$ cat config.mk
export PLATFORM = sky130hd
export DESIGN_NAME = count_down
export DESIGN_NICKNAME = d
export VERILOG_FILES = /design/src/rtl/count_down.sv
export SDC_FILE = /design/constraint.sdc
export NUM_CORES = 1
export LEC_CHECK = 0
export BUFFER_PORTS_ARGS = -buffer_cell sky130_fd_sc_hd__buf_2
export CORE_UTILIZATION = 28
export CTS_CLUSTER_SIZE = 14
export DETAILED_ROUTE_END_ITERATION = 12
export PLACE_DENSITY = 0.48
export SLEW_MARGIN = 10
export SYNTH_ARGS = -nofsm -noshare
export SYNTH_HDL_FRONTEND = slang
export SYNTH_SLANG_ARGS = --single-unit
$ cat constraint.sdc
create_clock -name clk -period 2.4 [get_ports clk]
set_clock_uncertainty 0.1 [all_clocks]
set_input_delay 0.24 -clock clk [delete_from_list [all_inputs] [get_ports clk]]
set_output_delay 0.24 -clock clk [all_outputs]
set_load 0.1 [all_outputs]
$ cat src/rtl/count_down.sv
// Loadable down-counter with one-cycle done pulse and pause support.
// Optional periodic mode: define COUNT_DOWN_AUTO_RELOAD_EN to reload the start value on terminal count.
module count_down #(
    parameter int IN_W  = 5,
    parameter int OUT_W = 6
) (
    input  logic             clk,
    input  logic             rst,
    input  logic [IN_W-1:0]  cntin,
    input  logic             load,
    input  logic             enable,
    output logic [OUT_W-1:0] cntout,
    output logic             busy,
    output logic             done
);

    typedef enum logic [1:0] {
        IDLE  = 2'd0,
        RUN   = 2'd1,
        PAUSE = 2'd2
    } state_t;

    state_t state;

`ifdef COUNT_DOWN_AUTO_RELOAD_EN
    logic [IN_W-1:0] reload;
`endif

    always_ff @(posedge clk or negedge rst) begin
        if (!rst) begin
            state  <= IDLE;
            cntout <= '0;
            busy   <= 1'b0;
            done   <= 1'b0;
`ifdef COUNT_DOWN_AUTO_RELOAD_EN
            reload <= '0;
`endif
        end else begin
            done <= 1'b0;
            if (load) begin
                cntout <= OUT_W'(cntin);
`ifdef COUNT_DOWN_AUTO_RELOAD_EN
                reload <= cntin;
`endif
                if (cntin != '0) begin
                    state <= RUN;
                    busy  <= 1'b1;
                end else begin
                    state <= IDLE;
                    busy  <= 1'b0;
                end
            end else begin
                case (state)
                    RUN, PAUSE: begin
                        // Resuming from PAUSE decrements on the same edge.
                        if (enable) begin
                            if (cntout > OUT_W'(1)) begin
                                cntout <= cntout - OUT_W'(1);
                                state  <= RUN;
                                busy   <= 1'b1;
                            end else begin
                                done <= 1'b1;
`ifdef COUNT_DOWN_AUTO_RELOAD_EN
                                cntout <= OUT_W'(reload);
                                state  <= RUN;
                                busy   <= 1'b1;
`else
                                cntout <= '0;
                                state  <= IDLE;
                                busy   <= 1'b0;
`endif
                            end
                        end else begin
                            state <= PAUSE;
                            busy  <= 1'b1;
                        end
                    end
                    default: begin
                        state <= IDLE;
                        busy  <= 1'b0;
                    end
                endcase
            end
        end
    end

endmodule

Word level (Yosys, flattened, before mapping)
Index checks and enable logic that the tools add are counted.
{"block": "totals", "in_bits": 9, "latchBits": 0, "ram_bits": 0, "n_memories": 0, "regBits": 10, "out_inout_bits": 8, "word_cells": 31, "romBits": 0}
{"block": "classes", "bitwise_logic": 0, "shift": 0, "order_cmp": 1, "n_div": 0, "reduce_logical": 5, "addsub": 1, "n_mul": 0, "mux": 18, "eq_ne": 2}
{"operator": "two-way mux 6 bit", "count": 4}
{"operator": "two-way mux 1 bit", "count": 11}
{"operator": "greater-than comparator 6 x 1 -> 1 bit, second input constant", "count": 1}
{"operator": "two-way mux 2 bit", "count": 3}
{"operator": "subtractor 6 x 1 -> 6 bit, second input constant", "count": 1}
{"operator": "nonzero test 5 bit", "count": 1}
{"operator": "nonzero test 2 bit", "count": 2}
{"operator": "equality test 2 x 1 -> 1 bit, second input constant", "count": 1}
{"operator": "equality test 2 bit, second input constant", "count": 1}
{"operator": "AND reduction 2 bit", "count": 1}
{"operator": "OR reduction 2 bit", "count": 1}

Depth between registers and ports, before layout
Gate-level depths: netlist of run 1.
{"block": "depth", "depth_word": 5, "depth_mapped": 6, "ltp_nobuf": 6}

Worst setup path after synthesis of run 1
Ideal clock, no wire load.
{"block": "synth_path", "path_type": "register to register", "startpoint": "register cntout[1]", "endpoint": "register cntout[0]", "t_arrival_ps": 2094, "n_path_buf": 0, "setup_slack_ps": 127, "setup_time_ps": 79, "synth_period_minus_slack_ps": 2273, "t_required_ps": 2221, "path_stages_with_launch": 7, "path_cell_list": "dfrtp_1 inv_1 ha_1 nor2_1 nor3b_1 or3_1 a2bb2oi_1"}
{"block": "synth_between", "elab_chain_len": 5}
{"item": "from (decl)", "line": "12", "source": "output logic [OUT_W-1:0] cntout,"}
{"item": "from (signal assigned)", "line": "41", "source": "cntout <= OUT_W'(cntin);"}
{"item": "from (signal assigned)", "line": "58", "source": "cntout <= cntout - OUT_W'(1);"}
{"item": "greater-than comparator 6 x 1 -> 1 bit", "line": "57", "source": "if (cntout > OUT_W'(1)) begin"}
{"item": "two-way mux 6 bit", "line": "57"}
{"item": "two-way mux 6 bit", "line": "56", "source": "if (enable) begin"}
{"item": "two-way mux 6 bit", "line": "53", "source": "case (state)"}
{"item": "two-way mux 6 bit", "line": "40", "source": "if (load) begin"}
No other way between the ends. The select of a mux whose other input is x is not followed.
A chain may end at the register's enable or synchronous reset.

Final worst setup path of run 1
{"block": "layout_path", "startpoint": "register cntout[0]", "endpoint": "register busy"}
{"block": "layout_between", "elab_chain_len": 5}
{"item": "greater-than comparator 6 x 1 -> 1 bit", "line": "57"}
{"item": "two-way mux 1 bit", "line": "57"}
{"item": "two-way mux 1 bit", "line": "56"}
{"item": "two-way mux 1 bit", "line": "53"}
{"item": "two-way mux 1 bit", "line": "40"}
{"item": "to (signal assigned)", "line": "47", "source": "busy <= 1'b1;"}
{"item": "to (signal assigned)", "line": "50", "source": "busy <= 1'b0;"}
{"item": "to (signal assigned)", "line": "60", "source": "busy <= 1'b1;"}
{"item": "to (decl)", "line": "13", "source": "output logic busy,"}
No other way between the ends.

==> impl_metrics.py, run 1 <==
metrics = {
    "setup_path": {
        "critPathKind": "register to register",
        "cp_num_buf_inv": 1,
        "critPathMaxStageDelay_ns": 0.53,
        "worstSetupEndpointType": "register",
        "worst_r2r_setup_slack_ns": 0.56,
        "timing.critical_path.slowest_stage_cell": "sky130_fd_sc_hd__nor3b_1",
        "critical_path.max_fanout": 8,
        "crit-reg2reg-launch": "cntout[0]",
        "worst_setup_path_start_kind": "register",
        "critical-path-top-delay-family": "simple AND/OR/NAND/NOR gates",
        "crit_chain": "inv_1 > ha_1 > nor2_1 > nor3b_1 > a211o_1 > nand2_1",
        "worst-endpoint-required_ns": 2.44,
        "reg2reg_to": "busy",
        "arrival_ns": 1.88,
        "rr_worst_depth": 6,
    },
    "route": {
        "drc_errors": 0,
        "drt.antenna.violating_nets": 0,
        "drtPass1Iterations": 5,
        "topRoutingLayerUsed": "met4",
        "drt-wirelength-per-cell_um": 13.1,
        "drt-met1-wl_um": 622,
        "vias_per_cell": 5.06,
        "vias": 501,
        "dr.first_iter.drc_count": 7,
        "wl_met3_um": 95,
        "drt-total-wl_um": 1290,
        "wl_met2_um": 544,
    },
    "synthesis": {
        "synthCells": 55,
        "post_synth_main_area_contributors": "sky130_fd_sc_hd__dfrtp_1 46%, sky130_fd_sc_hd__a2bb2oi_1 4.8%, sky130_fd_sc_hd__ha_1 4.6%",
        "post_synthesis_instance_area_um2": 547,
        "syn_avg_cell_area_um2": 9.94,
        "synth_top_area_share_pct": 45.8,
        "synth.distinct_cells": 23,
        "netlist.top_cell.by_area": "sky130_fd_sc_hd__dfrtp_1",
        "post-synth-top-count-cell": "sky130_fd_sc_hd__dfrtp_1",
        "synth_seq_cells": 10,
        "ys_async_sr_fraction_pct": 100,
        "synth_top_cells_by_count": "10 x sky130_fd_sc_hd__dfrtp_1, 6 x sky130_fd_sc_hd__nand2_1, 4 x sky130_fd_sc_hd__a21oi_1",
        "synth_edf_count": 0,
        "mappedNetlistNets": 66,
        "fraction_of_the_yosys_area_taken_by_sequential_cells_pct": 45.8,
        "yosysWarnings": 0,
        "dominantRegCellSynth": "sky130_fd_sc_hd__dfrtp_1",
    },
    "floorplanning": {
        "io_pins": 17,
        "fp.coreArea_um2": 1780,
        "die_height_um": 46.2,
        "die_area_um2": 2130,
        "rows": 15,
        "die_x_um": 46.2,
        "start_util_pct": 30.7,
    },
    "layout": {
        "syn2layout_area_growth_pct": 24.3,
        "number_of_antenna_diodes": 0,
        "layout-drive-gt1-share_pct": 27.0,
        "layout.cells.non_filler": 99,
        "num-nets-final": 87,
        "layout.area.seq_um2": 250,
        "area_taken_by_multi_input_logic_gates_um2": 274,
        "fill_cells": 189,
    },
    "placed_design": {
        "place_worst_setup_slack_ns": 0.602,
        "gp_congestion": 0.852,
        "io_buffers": 16,
        "numPlacedInstances": 95,
        "place_hpwl_um": 957,
    },
    "clock_tree": {
        "clock_sink_count": 10,
        "clk_path_buf_depth": 2,
        "clock_pin_transition_on_the_worst_setup_and_hold_timing_paths_ns": 0.06,
        "clk-insertion-delay-late_ns": 0.27,
        "post_cts_resize_count": 0,
        "numCtsBuffers": 3,
        "root_buffer": "sky130_fd_sc_hd__clkbuf_4",
        "cts_htree_levels": 1,
        "cts_tree": "yes",
    },
    "global_route": {
        "gr-total-overflow": 0,
        "grt_use_total_pct": 14.8,
        "first_pass_grt_wire_length_um": 2100,
        "grt_start_max_net_pins": 15,
        "grt_pass1_vias": 455,
        "antenna_violations_before_repair": 0,
    },
    "min_path": {
        "worst_hold_startpoint": "enable",
        "worstHoldPathType": "input port to register",
        "holdPathStages": 2,
        "hold_path_end": "state[1]",
    },
    "status": {
        "run_status": "finished, final reports clean",
    },
    "sta": {
        "relSlewSlack_pct": 57.7,
        "max_freq_mhz": 543,
        "finalSetupTns_ns": 0,
        "final_count_of_negative_setup_slack_endpoints": 0,
        "layout_min_cycle_time_ns": 1.84,
        "setup_ws_final_ns": 0.559,
        "drv_slew": 0,
        "worstMarginPinSlew_ns": 0.634,
        "timing.hold.ws_ns": 0.0847,
        "grt_setup_unrepaired": "false",
        "final-hold-violation-count": 0,
        "timing.final.crit_share_pct": 76.7,
    },
    "pwr": {
        "clock_share_of_power_pct": 23.6,
        "share_comb_of_total_power_pct": 35.1,
        "vdd_ir_drop_max_uv": 243,
        "power.share.switching_pct": 43.1,
        "post-layout-total-power_w": 0.000491,
        "power_density_nw_per_um2": 723,
        "leakagePower_nw": 0.306,
        "p_seq_share_pct": 41.4,
        "power_dissipated_by_switching_net_loads_w": 0.000211,
        "internal_portion_of_total_power_w": 0.000280,
    },
    "job": {
        "cap_viol_max_count": 0,
    },
}
[worst reg2reg max path: stages (launching register included)]
cell and delay, ns:
sky130_fd_sc_hd__dfrtp_1 0.46, sky130_fd_sc_hd__inv_1 0.09, sky130_fd_sc_hd__ha_1 0.19, sky130_fd_sc_hd__nor2_1 0.07, sky130_fd_sc_hd__nor3b_1 0.53, sky130_fd_sc_hd__a211o_1 0.22, sky130_fd_sc_hd__nand2_1 0.05
[power groups by stage]
stage | clock [W] | combinational (W) | sequential (W)
floorplan | 0 | 0.0000488 | 0.000291
finish | 0.000116 | 0.000172 | 0.000203
global placement | 0 | 0.000173 | 0.000206
detailed placement | 0 | 0.000172 | 0.000206
global route | 0.000133 | 0.000184 | 0.000205
CTS | 0.000124 | 0.000173 | 0.000202
[through the flow]
stage	area (µm²)	util, %
6_report	679	38.1
3_5_place_dp	647	36.3
5_1_grt	679	38.1
3_3_place_gp	647	36.3
4_1_cts	679	38.1
2_1_floorplan	547	-
[logic make-up (layout without fill, tap and decap cells)]
group	count (synthesis)	in the layout	synth area share, %
xor gates and xnor gates	2	2	3.20
DFF	10	10	45.8
and+or+nand+nor	21	21	21.3
AOI/OAI and AO/OA	16	16	21.1
adders and majority gates	2	2	4.58
buffers and inverters	4	23	4.12
[what timing repair did]
action | in CTS | in global routing
buffers inserted | 0 | 0
hold buffers | 1 | 0
setup endpoints to repair | 0 | 0
endpoints found under the hold margin | 10 | 0
[registers in the layout, summed over array words and instances (netlist names)]
name / count
done: 1
cntout: 6
busy: 1
state: 2
[layout make-up]
class                      instances  share of cell area, %
timing repair buffer              17                   13.3
clock buffer                       3                   3.31
sequential                        10                   36.8
multi-input combinational         41                   40.3
inverter                           3                   1.66
tap                               25                   4.60
[layout by cell type (no fill, tap or decap)]
cell                            Yosys  layout
sky130_fd_sc_hd__o211ai_1           2       2
sky130_fd_sc_hd__buf_2              0      16
sky130_fd_sc_hd__dlygate4sd3_1      0       1
sky130_fd_sc_hd__inv_1              3       3
sky130_fd_sc_hd__clkbuf_4           0       3
sky130_fd_sc_hd__nand3_1            2       2
sky130_fd_sc_hd__a21oi_1            4       4
sky130_fd_sc_hd__nor3_1             1       1
sky130_fd_sc_hd__or3_1              3       3
sky130_fd_sc_hd__o31ai_1            3       3
sky130_fd_sc_hd__nand2_1            6       6
sky130_fd_sc_hd__dfrtp_1           10      10
sky130_fd_sc_hd__o21ai_0            1       1
sky130_fd_sc_hd__nand4_1            1       1
sky130_fd_sc_hd__ha_1               2       2
sky130_fd_sc_hd__a211o_1            2       2
sky130_fd_sc_hd__nor3_2             1       1
sky130_fd_sc_hd__xor2_1             1       1
sky130_fd_sc_hd__nor4_1             1       1
sky130_fd_sc_hd__nor2_1             2       2
sky130_fd_sc_hd__o311ai_0           1       1
sky130_fd_sc_hd__nor3b_1            2       2
sky130_fd_sc_hd__or4_1              2       2
sky130_fd_sc_hd__a2bb2oi_1          3       3
sky130_fd_sc_hd__xnor2_1            1       1
[per-layer routing]
metal,track usage [%],vias up
li1,-,249
met1,19.5,234
met2,18.9,14
met3,7.45,4
met4,8.82,0
met5,0,-
[worst max path at each step]
stage	from	end	cells past startpoint
after global placement	cntout[0]	busy	6
after global routing	cntout[0]	cntout[0]	6
after CTS	cntout[0]	busy	6
after floorplan	cntout[1]	cntout[0]	6
final	cntout[0]	busy	6
after detailed placement	cntout[0]	busy	6
(Power assumes the default switching activity.)
==> inputs of run 2 (changes only) <==
Settings changed: ABC_AREA set to 1, PLACE_DENSITY 0.48 to 0.47.
Clock period 2.4 ns to 1.9 ns, I/O delays scaled along.
==> run 2 against run 1 <==
- sequential power up 30%
- largest power group is now combinational logic
- register-to-register slack worse by 0.15 ns
- final area up 13%
- synthesized area up 15%
- flip-flop and latch count unchanged
- cell count up 28%
- combinational power up 85%
- worst setup slack worse by 0.15 ns
- highest routed layer unchanged
==> impl_metrics.py, run 2 <==
metrics = {
    "pwr": {
        "vdd_ir_drop_max_uv": 432,
        "power_dissipated_by_switching_net_loads_w": 0.000354,
        "internal_portion_of_total_power_w": 0.000388,
        "share_comb_of_total_power_pct": 43.0,
        "post-layout-total-power_w": 0.000742,
        "leakagePower_nw": 0.399,
        "p_seq_share_pct": 35.5,
        "clock_share_of_power_pct": 21.5,
        "power_density_nw_per_um2": 964,
        "power.share.switching_pct": 47.7,
    },
    "route": {
        "topRoutingLayerUsed": "met4",
        "drt.antenna.violating_nets": 0,
        "wl_met3_um": 63,
        "wl_met2_um": 547,
        "drtPass1Iterations": 4,
        "drt-wirelength-per-cell_um": 10.5,
        "drt-total-wl_um": 1330,
        "vias": 569,
        "drt-met1-wl_um": 668,
        "dr.first_iter.drc_count": 8,
        "vias_per_cell": 4.48,
        "drc_errors": 0,
    },
    "floorplanning": {
        "start_util_pct": 30.8,
        "rows": 16,
        "io_pins": 17,
        "die_area_um2": 2440,
        "fp.coreArea_um2": 2040,
        "die_x_um": 49.4,
        "die_height_um": 49.4,
    },
    "sta": {
        "drv_slew": 0,
        "grt_setup_unrepaired": "false",
        "final_count_of_negative_setup_slack_endpoints": 0,
        "layout_min_cycle_time_ns": 1.49,
        "max_freq_mhz": 673,
        "timing.final.crit_share_pct": 78.2,
        "worstMarginPinSlew_ns": 0.484,
        "finalSetupTns_ns": 0,
        "relSlewSlack_pct": 68.0,
        "final-hold-violation-count": 0,
    },
    "setup_path": {
        "timing.critical_path.slowest_stage_cell": "sky130_fd_sc_hd__dfrtp_2",
        "critPathMaxStageDelay_ns": 0.43,
        "critPathKind": "register to register",
        "arrival_ns": 1.52,
        "worst_path_most_repeated_cell": "sky130_fd_sc_hd__inv_1",
        "crit_chain": "inv_1 > ha_1 > inv_1 > nand2_1 > nand3_2 > nor2_1 > o21ai_0",
        "worst_setup_path_start_kind": "register",
        "worstSetupEndpointType": "register",
        "worst-endpoint-required_ns": 1.93,
        "critical_path.max_fanout": 7,
        "cp_num_buf_inv": 2,
        "critical-path-top-delay-family": "flip-flops",
    },
    "synthesis": {
        "synth_top_area_share_pct": 39.8,
        "fraction_of_the_yosys_area_taken_by_sequential_cells_pct": 39.8,
        "post-synth-top-count-cell": "sky130_fd_sc_hd__nand2_1",
        "synthCells": 80,
        "synth.distinct_cells": 19,
        "ys_async_sr_fraction_pct": 100,
        "syn_avg_cell_area_um2": 7.85,
        "post_synthesis_instance_area_um2": 628,
        "yosysWarnings": 0,
        "synth_top_cells_by_count": "20 x sky130_fd_sc_hd__nand2_1, 12 x sky130_fd_sc_hd__nand3_1, 10 x sky130_fd_sc_hd__dfrtp_1",
        "netlist.top_cell.by_area": "sky130_fd_sc_hd__dfrtp_1",
        "synth_edf_count": 0,
        "dominantRegCellSynth": "sky130_fd_sc_hd__dfrtp_1",
        "synth_seq_cells": 10,
        "post_synth_main_area_contributors": "sky130_fd_sc_hd__dfrtp_1 40%, sky130_fd_sc_hd__nand2_1 12%, sky130_fd_sc_hd__nand3_1 9.6%",
        "mappedNetlistNets": 91,
    },
    "global_route": {
        "grt_start_max_net_pins": 11,
        "gr-total-overflow": 0,
        "antenna_violations_before_repair": 0,
        "grt_use_total_pct": 13.1,
        "first_pass_grt_wire_length_um": 2300,
        "grt_pass1_vias": 511,
    },
    "clock_tree": {
        "clock_pin_transition_on_the_worst_setup_and_hold_timing_paths_ns": 0.07,
        "clock_sink_count": 10,
        "clk-insertion-delay-late_ns": 0.27,
        "cts_tree": "yes",
        "numCtsBuffers": 3,
        "root_buffer": "sky130_fd_sc_hd__clkbuf_4",
        "clk_path_buf_depth": 2,
        "cts_htree_levels": 1,
    },
    "layout": {
        "layout-drive-gt1-share_pct": 31.0,
        "mostFrequentLayoutCell": "sky130_fd_sc_hd__nand2_1",
        "fill_cells": 240,
        "mostFrequentLayoutCells": "20 x sky130_fd_sc_hd__nand2_1, 16 x sky130_fd_sc_hd__buf_2, 12 x sky130_fd_sc_hd__nand3_1, 9 x sky130_fd_sc_hd__inv_1, 9 x sky130_fd_sc_hd__nor2_1",
        "num-nets-final": 112,
        "biggestRegsByFlops": "cntout (6), state (2)",
        "number_of_antenna_diodes": 0,
        "syn2layout_area_growth_pct": 22.5,
        "number_of_flip_flops_under_the_largest_register_name": 6,
        "largest_register": "cntout",
    },
    "placed_design": {
        "place_hpwl_um": 1040,
        "io_buffers": 16,
        "gp_congestion": 0.747,
    },
    "status": {
        "run_status": "finished, final reports clean",
    },
    "min_path": {
        "worstHoldPathType": "input port to register",
    },
    "job": {
        "cap_viol_max_count": 0,
    },
}
## run 2: power by group through the flow
stage	Sequential (W)	Clock, W	Combinational [W]
global placement	0.000268	0	0.000321
global route	0.000268	0.000176	0.000342
finish	0.000263	0.000159	0.000319
detailed placement	0.000268	0	0.000319
floorplan	0.000415	0	0.000113
CTS	0.000265	0.000163	0.000322
## run 2: final timing paths
check	start	to	slack, ns	cells past startpoint
worst max-delay path	cntout[0]	busy	0.41	7
worst min-delay path	enable	state[1]	0.01	2
worst max register to register	cntout[0]	busy	0.41	7
worst min register to register	cntout[5]	cntout[5]	0.48	2
max in group asynchronous	rst	cntout[1]	1.29	2
min in group asynchronous	rst	cntout[4]	0.20	2
## run 2: stage by stage
step                      util, %  worst slack [ns]  instances  cell area (µm²)  hold slack (ns)
after floorplan                 -             0.205         80              631           -0.206
after global placement       35.9             0.484        122              733          -0.0302
after detailed placement     35.9             0.446        122              733          -0.0287
after CTS                    37.7             0.408        127              769           0.0164
after global routing         37.7             0.316        127              769           0.0271
final                        37.7             0.414        127              769           0.0148
## run 2: cell families (layout without fill, tap and decap cells)
kind of cell               count (synthesis)  count (layout)  share of synthesized area [%]
buffers and inverters                     11              31                           8.57
xor gates and xnor gates                   2               2                           2.79
DFF                                       10              10                           39.8
adders and majority gates                  2               2                           3.98
and+or+nand+nor                           50              50                           39.6
AOI/OAI and AO/OA                          5               5                           5.18
## run 2: layout make-up
class | count | area (µm²) | share of cell area [%]
Timing Repair Buffer | 17 | 90.1 | 11.7
Sequential cell | 10 | 253 | 32.8
Multi-Input combinational cell | 59 | 324 | 42.1
Clock buffer | 4 | 26.3 | 3.41
Inverter | 10 | 42.5 | 5.53
Tap cell | 27 | 33.8 | 4.39
## run 2: what timing repair did
| action | in CTS | in global routing |
|---|---|---|
| gates resized for setup | 0 | 0 |
| hold buffers | 1 | 0 |
| endpoints found under the hold margin | 10 | 0 |
| buffers inserted | 0 | 0 |
## run 2: routing by layer
metal / vias to the layer above / global-route usage, %
met1: 247 / 16.8
li1: 300 / -
met4: 0 / 11.8
met5: - / 0
met3: 4 / 1.87
met2: 18 / 18.7
